## config.mk

```make
export PLATFORM = sky130hd
export DESIGN_NAME = seven_seg_scan
export DESIGN_NICKNAME = d
export VERILOG_FILES = /design/src/rtl/seven_seg_scan.sv
export SDC_FILE = /design/constraint.sdc
export NUM_CORES = 1
export LEC_CHECK = 0
export ABC_AREA = 1
export BUFFER_PORTS_ARGS = -buffer_cell sky130_fd_sc_hd__buf_2
export CORE_ASPECT_RATIO = 0.9
export CORE_MARGIN = 5
export CORE_UTILIZATION = 45
export CTS_CLUSTER_DIAMETER = 80
export CTS_CLUSTER_SIZE = 10
export DETAILED_ROUTE_END_ITERATION = 10
export MAX_ROUTING_LAYER = met4
export PLACE_DENSITY = 0.79
export SYNTH_ARGS = -nofsm -noshare
export SYNTH_HDL_FRONTEND = slang
export SYNTH_SLANG_ARGS = --single-unit
```

## constraint.sdc

```tcl
create_clock -name clk -period 2 [get_ports clk]
set_input_delay 0.4 -clock clk [delete_from_list [all_inputs] [get_ports clk]]
set_output_delay 0.4 -clock clk [all_outputs]
set_load 0.05 [all_outputs]
```

## src/rtl/seven_seg_scan.sv

```systemverilog
// Four-digit multiplexed seven-segment scanner with per-slot blanking and PWM dimming.
// Latency: an_out/seg_out/frame_tick are registered, one cycle behind the scan counters.
// Backpressure: none; free-running scan, inputs sampled once at the start of each slot.
//
// Ports:
//   clk, rst      - system clock, synchronous active-high reset
//   seg_in[27:0]  - decoded segments, digit k in bits [7k+6:7k], bit 7k = segment a, 1 = lit
//   digit_en[3:0] - per-digit enable, 0 = digit stays dark
//   brightness    - duty level 0..15 (0 = 1/16 duty, 15 = full on-phase)
//   an_out[3:0]   - active-low anodes, bit k selects digit k
//   seg_out[6:0]  - active-low cathodes, bit 0 = segment a
//   frame_tick    - one-cycle pulse after the last cycle of digit 3's slot
module seven_seg_scan #(
  parameter int SLOT_CYCLES  = 50000,
  parameter int BLANK_CYCLES = 500
) (
  input  logic        clk,
  input  logic        rst,
  input  logic [27:0] seg_in,
  input  logic [3:0]  digit_en,
  input  logic [3:0]  brightness,
  output logic [3:0]  an_out,
  output logic [6:0]  seg_out,
  output logic        frame_tick
);

  localparam int SW = (SLOT_CYCLES > 1) ? $clog2(SLOT_CYCLES) : 1;
  localparam logic [SW-1:0] SLOT_LAST   = SW'(SLOT_CYCLES - 1);
  localparam logic [SW-1:0] BLANK_START = SW'(BLANK_CYCLES);

  logic [SW-1:0] slot_cnt;
  logic [1:0]    dig_idx;
  logic [3:0]    pwm_cnt;
  logic [6:0]    lat_seg;
  logic [3:0]    lat_en;
  logic [3:0]    lat_bri;

  logic [6:0]    cur_seg;
  logic          in_blank;
  logic          slot_wrap;
  logic          lit;
  logic [3:0]    dig_onehot;

  // Segment field of the digit currently being scanned.
  always_comb begin
    cur_seg = 7'h00;
    case (dig_idx)
      2'd0:    cur_seg = seg_in[6:0];
      2'd1:    cur_seg = seg_in[13:7];
      2'd2:    cur_seg = seg_in[20:14];
      default: cur_seg = seg_in[27:21];
    endcase
  end

  assign in_blank   = (slot_cnt < BLANK_START);
  assign slot_wrap  = (slot_cnt == SLOT_LAST);
  assign dig_onehot = 4'b0001 << dig_idx;
  // Latched values are always fresh by the on-phase since the blank phase is at
  // least one cycle long and latching happens on slot counter 0.
  assign lit        = !in_blank && lat_en[dig_idx] && (pwm_cnt <= lat_bri);

  always_ff @(posedge clk) begin
    if (rst) begin
      slot_cnt   <= '0;
      dig_idx    <= 2'd0;
      pwm_cnt    <= 4'd0;
      lat_seg    <= 7'h00;
      lat_en     <= 4'h0;
      lat_bri    <= 4'h0;
      an_out     <= 4'hF;
      seg_out    <= 7'h7F;
      frame_tick <= 1'b0;
    end else begin
      if (slot_wrap) begin
        slot_cnt <= '0;
        dig_idx  <= dig_idx + 2'd1;
      end else begin
        slot_cnt <= slot_cnt + 1'b1;
      end

      // Held at 0 through the blank phase so the first on-phase cycle sees 0.
      if (in_blank) pwm_cnt <= 4'd0;
      else          pwm_cnt <= pwm_cnt + 4'd1;

      if (slot_cnt == '0) begin
        lat_seg <= cur_seg;
        lat_en  <= digit_en;
        lat_bri <= brightness;
      end

      an_out     <= lit ? ~dig_onehot : 4'hF;
      seg_out    <= lit ? ~lat_seg    : 7'h7F;
      frame_tick <= (dig_idx == 2'd3) && slot_wrap;
    end
  end

endmodule

```

==> impl_results.rst <==
.. list-table::
   :header-rows: 1

   * - Metric
     - Value
   * - Number of port buffers
     - 49
   * - Most frequent standard cell in the layout excluding fill and tap cells
     - sky130_fd_sc_hd__nand2_1
   * - Maximum clock skew at final layout
     - 0.0170 ns
   * - Fraction of power spent switching nets
     - 27.2%
   * - Count of H-tree levels built during CTS
     - 2
   * - Count of endpoints failing setup in the final report
     - 0
   * - Worst hold margin
     - 0.318 ns
   * - Core Region
     - 5560 sq um
   * - Proportion of power drawn by flip-flops and latches
     - 55.3%
   * - Vias per Instance
     - 4.75
   * - Final critical path time including I/O delays and setup
     - 1.65 ns
   * - Delay of the slowest cell on the worst path
     - 0.50 ns
   * - Yosys Warn Count
     - 0
   * - Syn_area_per_cell
     - 6.91 sq um
   * - Slew at the pin with the worst max-slew slack
     - 0.361 ns
   * - Clk root buf
     - sky130_fd_sc_hd__clkbuf_8
   * - Sum of net half-perimeters after detailed placement
     - 4300 microns
   * - Count of placed standard cells in the final layout, fillers left out
     - 487
   * - Number of cells on the worst hold path
     - 3
   * - CTS tree
     - built
   * - Placement-stage worst setup slack
     - 0.350 ns
   * - ANT cells
     - 0
   * - Maximum number of pins on one net before global-route repair
     - 20
   * - Final Cell Area
     - 2920 sq um
   * - Number of slew-limit violations in the final report
     - 0
   * - Floorplan die area
     - 7240 sq um
   * - Number of buffers inserted by post-CTS setup repair
     - 0
   * - Proportion of synthesized chip area in sequential cells
     - 38.7%
   * - Unrepaired setup endpoints after global routing
     - no
   * - Slowest cell on crit path
     - sky130_fd_sc_hd__dfxtp_1
   * - Final Worst Setup Slack
     - 0.347 ns
   * - Post_cts resized
     - 0
   * - Critical-path cell list
     - inv_1 > ha_1 > nand2_1 > nand2_1 > o21ai_0 > nand3_1 > nand2_1 > nor2_1
   * - Instance count after placement with tap cells included
     - 479
   * - Unique cell type count in the Yosys netlist
     - 26
   * - Drt drc
     - 0
   * - Residual antenna-violating net count after detailed routing
     - 0
   * - CP Max Fanout
     - 8
   * - Setup slack of the most critical reg-to-reg path
     - 0.35 ns
   * - Arrival time of the worst setup path
     - 1.85 ns
   * - Switching Power
     - 511 uW
   * - Effective utilization at floorplan
     - 45.6%
   * - Max-cap violation count
     - 0
   * - Worst max-slew margin expressed relative to the limit
     - 75.9%
   * - Synthesized netlist cell count
     - 367
   * - Highest attainable clock frequency
     - 0.605 GHz
   * - Site row count
     - 26
   * - Ratio of final minimum period to clock period
     - 82.6%
   * - Most used cells in the layout excluding fill and tap cells
     - 107 x sky130_fd_sc_hd__nand2_1, 61 x sky130_fd_sc_hd__nor2_1, 49 x sky130_fd_sc_hd__dfxtp_1, 49 x sky130_fd_sc_hd__buf_2, 39 x sky130_fd_sc_hd__inv_1
   * - Final weighted congestion of routability-driven global placement
     - 0.865
   * - Leakage power
     - 1.37 nW
   * - Clock Sinks
     - 49
   * - Placed Instance Area
     - 2830 sq um
   * - Worst-case reg-to-reg path depth
     - 8
   * - Number of ports placed on the die boundary
     - 50
   * - Die boundary height
     - 81.2 microns
   * - Overall routing resource usage
     - 16.6%
   * - Worst endpoint required time
     - 2.20 ns
   * - Cts bufs inserted
     - 5
   * - Vias in the first global route
     - 2142
   * - Critical Path Sink Type
     - flop
   * - Synth Register Bits
     - 49
   * - Total iterations of the first detailed-routing run
     - 4
   * - Internal power consumption
     - 1.37 mW
   * - Routed len/inst
     - 11.3 microns
   * - Hold/Removal Path Class
     - input port to flop
   * - Critical path startpoint category
     - flop
   * - Worst Path Class, Setup
     - flop to flop
   * - CTS max path bufs
     - 2
   * - Clock group share of total power
     - 32.0%
   * - Die Wd
     - 89.1 microns
   * - Area overhead of the layout relative to synthesis
     - 15.1%
   * - Highest ir drop seen on vdd
     - 0.000307 V
   * - Post-route setup TNS
     - 0 ns
   * - Number of nets produced by synthesis
     - 417
   * - Total power density per cell area
     - 644 nW/um^2
   * - Global route total overflow
     - 0
   * - Status
     - complete, no violations
   * - Source-to-sink clock delay at the later pin of the worst-skew pair
     - 0.31 ns
   * - Total vias in the final route
     - 2311
   * - Net count reported at finish
     - 466
   * - Clock-pin slew on the worst setup and hold paths
     - 0.10 ns
   * - Global-route wire length before repair
     - 9180 microns
   * - Wirelength, routed
     - 5510 microns
   * - Cell area after technology mapping
     - 2540 sq um
   * - Proportion of layout cells with a drive suffix above 1
     - 21.8%
   * - Initial DRC Count
     - 71
   * - Hold Violations, Final
     - 0
   * - Initial antenna violation count
     - 0
   * - Number of hold buffers added after CTS
     - 0
   * - Logic gate share of total power
     - 12.7%
   * - Cell with the most instances on the worst path
     - sky130_fd_sc_hd__nand2_1
==> cells by family after synthesis <==
kind of cell / after synthesis / synth area share, %
and+or+nand+nor: 225 / 39.6
AOI/OAI and AO/OA: 25 / 5.03
DFF: 49 / 38.7
adders and majority gates: 12 / 5.92
buffers and inverters: 49 / 8.34
xor gates and xnor gates: 7 / 2.42
==> synth_stat cells <==
library cell / n / area [sq um]
sky130_fd_sc_hd__nand2_1: 107 / 402
sky130_fd_sc_hd__nor2_1: 61 / 229
sky130_fd_sc_hd__dfxtp_1: 49 / 981
sky130_fd_sc_hd__inv_1: 39 / 146
sky130_fd_sc_hd__nand3_1: 19 / 95.1
sky130_fd_sc_hd__a21oi_1: 16 / 80.1
sky130_fd_sc_hd__nand2_2: 15 / 93.8
sky130_fd_sc_hd__ha_1: 12 / 150
sky130_fd_sc_hd__o21ai_0: 8 / 40.0
sky130_fd_sc_hd__nand4_1: 5 / 31.3
sky130_fd_sc_hd__or2_2: 5 / 31.3
sky130_fd_sc_hd__xor2_1: 5 / 43.8
sky130_fd_sc_hd__clkbuf_1: 4 / 15.0
sky130_fd_sc_hd__nor2_2: 4 / 25.0
sky130_fd_sc_hd__buf_6: 3 / 33.8
sky130_fd_sc_hd__nand2_4: 2 / 22.5
sky130_fd_sc_hd__nand3_2: 2 / 20.0
sky130_fd_sc_hd__nor2_4: 2 / 22.5
sky130_fd_sc_hd__xnor2_1: 2 / 17.5
sky130_fd_sc_hd__buf_1: 1 / 3.75
sky130_fd_sc_hd__buf_2: 1 / 5.00
sky130_fd_sc_hd__buf_4: 1 / 7.51
sky130_fd_sc_hd__nand3b_1: 1 / 7.51
sky130_fd_sc_hd__nor2_8: 1 / 20.0
sky130_fd_sc_hd__nor3_1: 1 / 5.00
sky130_fd_sc_hd__o21bai_1: 1 / 7.51
==> power by group through the flow <==
stage                     Sequential [mW]  Clock (mW)  Combinational [mW]
after CTS                            1.04       0.612               0.242
after floorplan                      1.06           0               0.174
final                                1.04       0.601               0.239
after global routing                 1.05       0.657               0.277
after detailed placement             1.06           0               0.239
after global placement               1.06           0               0.230
==> final timing paths <==
path,start,end
max,dig_idx[0]$_SDFFE_PP0P_,lat_seg[0]$_SDFFE_PP0N_
min,brightness[0],lat_bri[0]$_SDFFE_PP0N_
max reg2reg,dig_idx[0]$_SDFFE_PP0P_,lat_seg[0]$_SDFFE_PP0N_
min reg2reg,lat_seg[0]$_SDFFE_PP0N_,seg_out[0]$_SDFF_PP1_
==> through the flow <==
step / total power [mW] / util (%)
after global routing: 1.98 / 52.5
after global placement: 1.29 / 50.8
after detailed placement: 1.30 / 50.8
after floorplan: 1.23 / -
after CTS: 1.89 / 52.5
final: 1.88 / 52.5
==> metal layers <==
| layer | GRT usage, % | share of wire [%] |
|---|---|---|
| met4 | 5.51 | 0.91 |
| met2 | 27.9 | 48 |
| met3 | 3.04 | 7.4 |
| met5 | - | 0 |
| met1 | 19.9 | 44 |
==> area by class of cell <==
type                    instances  area (sq um)
flip-flops and latches         49           981
repair buffers                 52           268
multi-input cells             269          1340
clock inverters                 3          25.0
inverters                      39           146
clock buffers                   5          68.8
well taps                      70          87.6
fillers                       556          2640
==> state kept, by name (all words and copies together), names as in the netlist <==
name,flops
dig_idx,2
lat_en,4
frame_tick,1
lat_bri,4
lat_seg,7
an_out,4
seg_out,7
slot_cnt,16
pwm_cnt,4
==> critical path: cells and delay by family (launching register included) <==
kind                     cells  cell delay [ns]
AND/OR/NAND/NOR              5             0.38
adder cells (fa/ha/maj)      1             0.36
AO/OA/AOI/OAI                1             0.18
flip-flops                   1             0.50
buffers and inverters        1             0.15
Note: power is estimated with default switching activity, not from simulation.
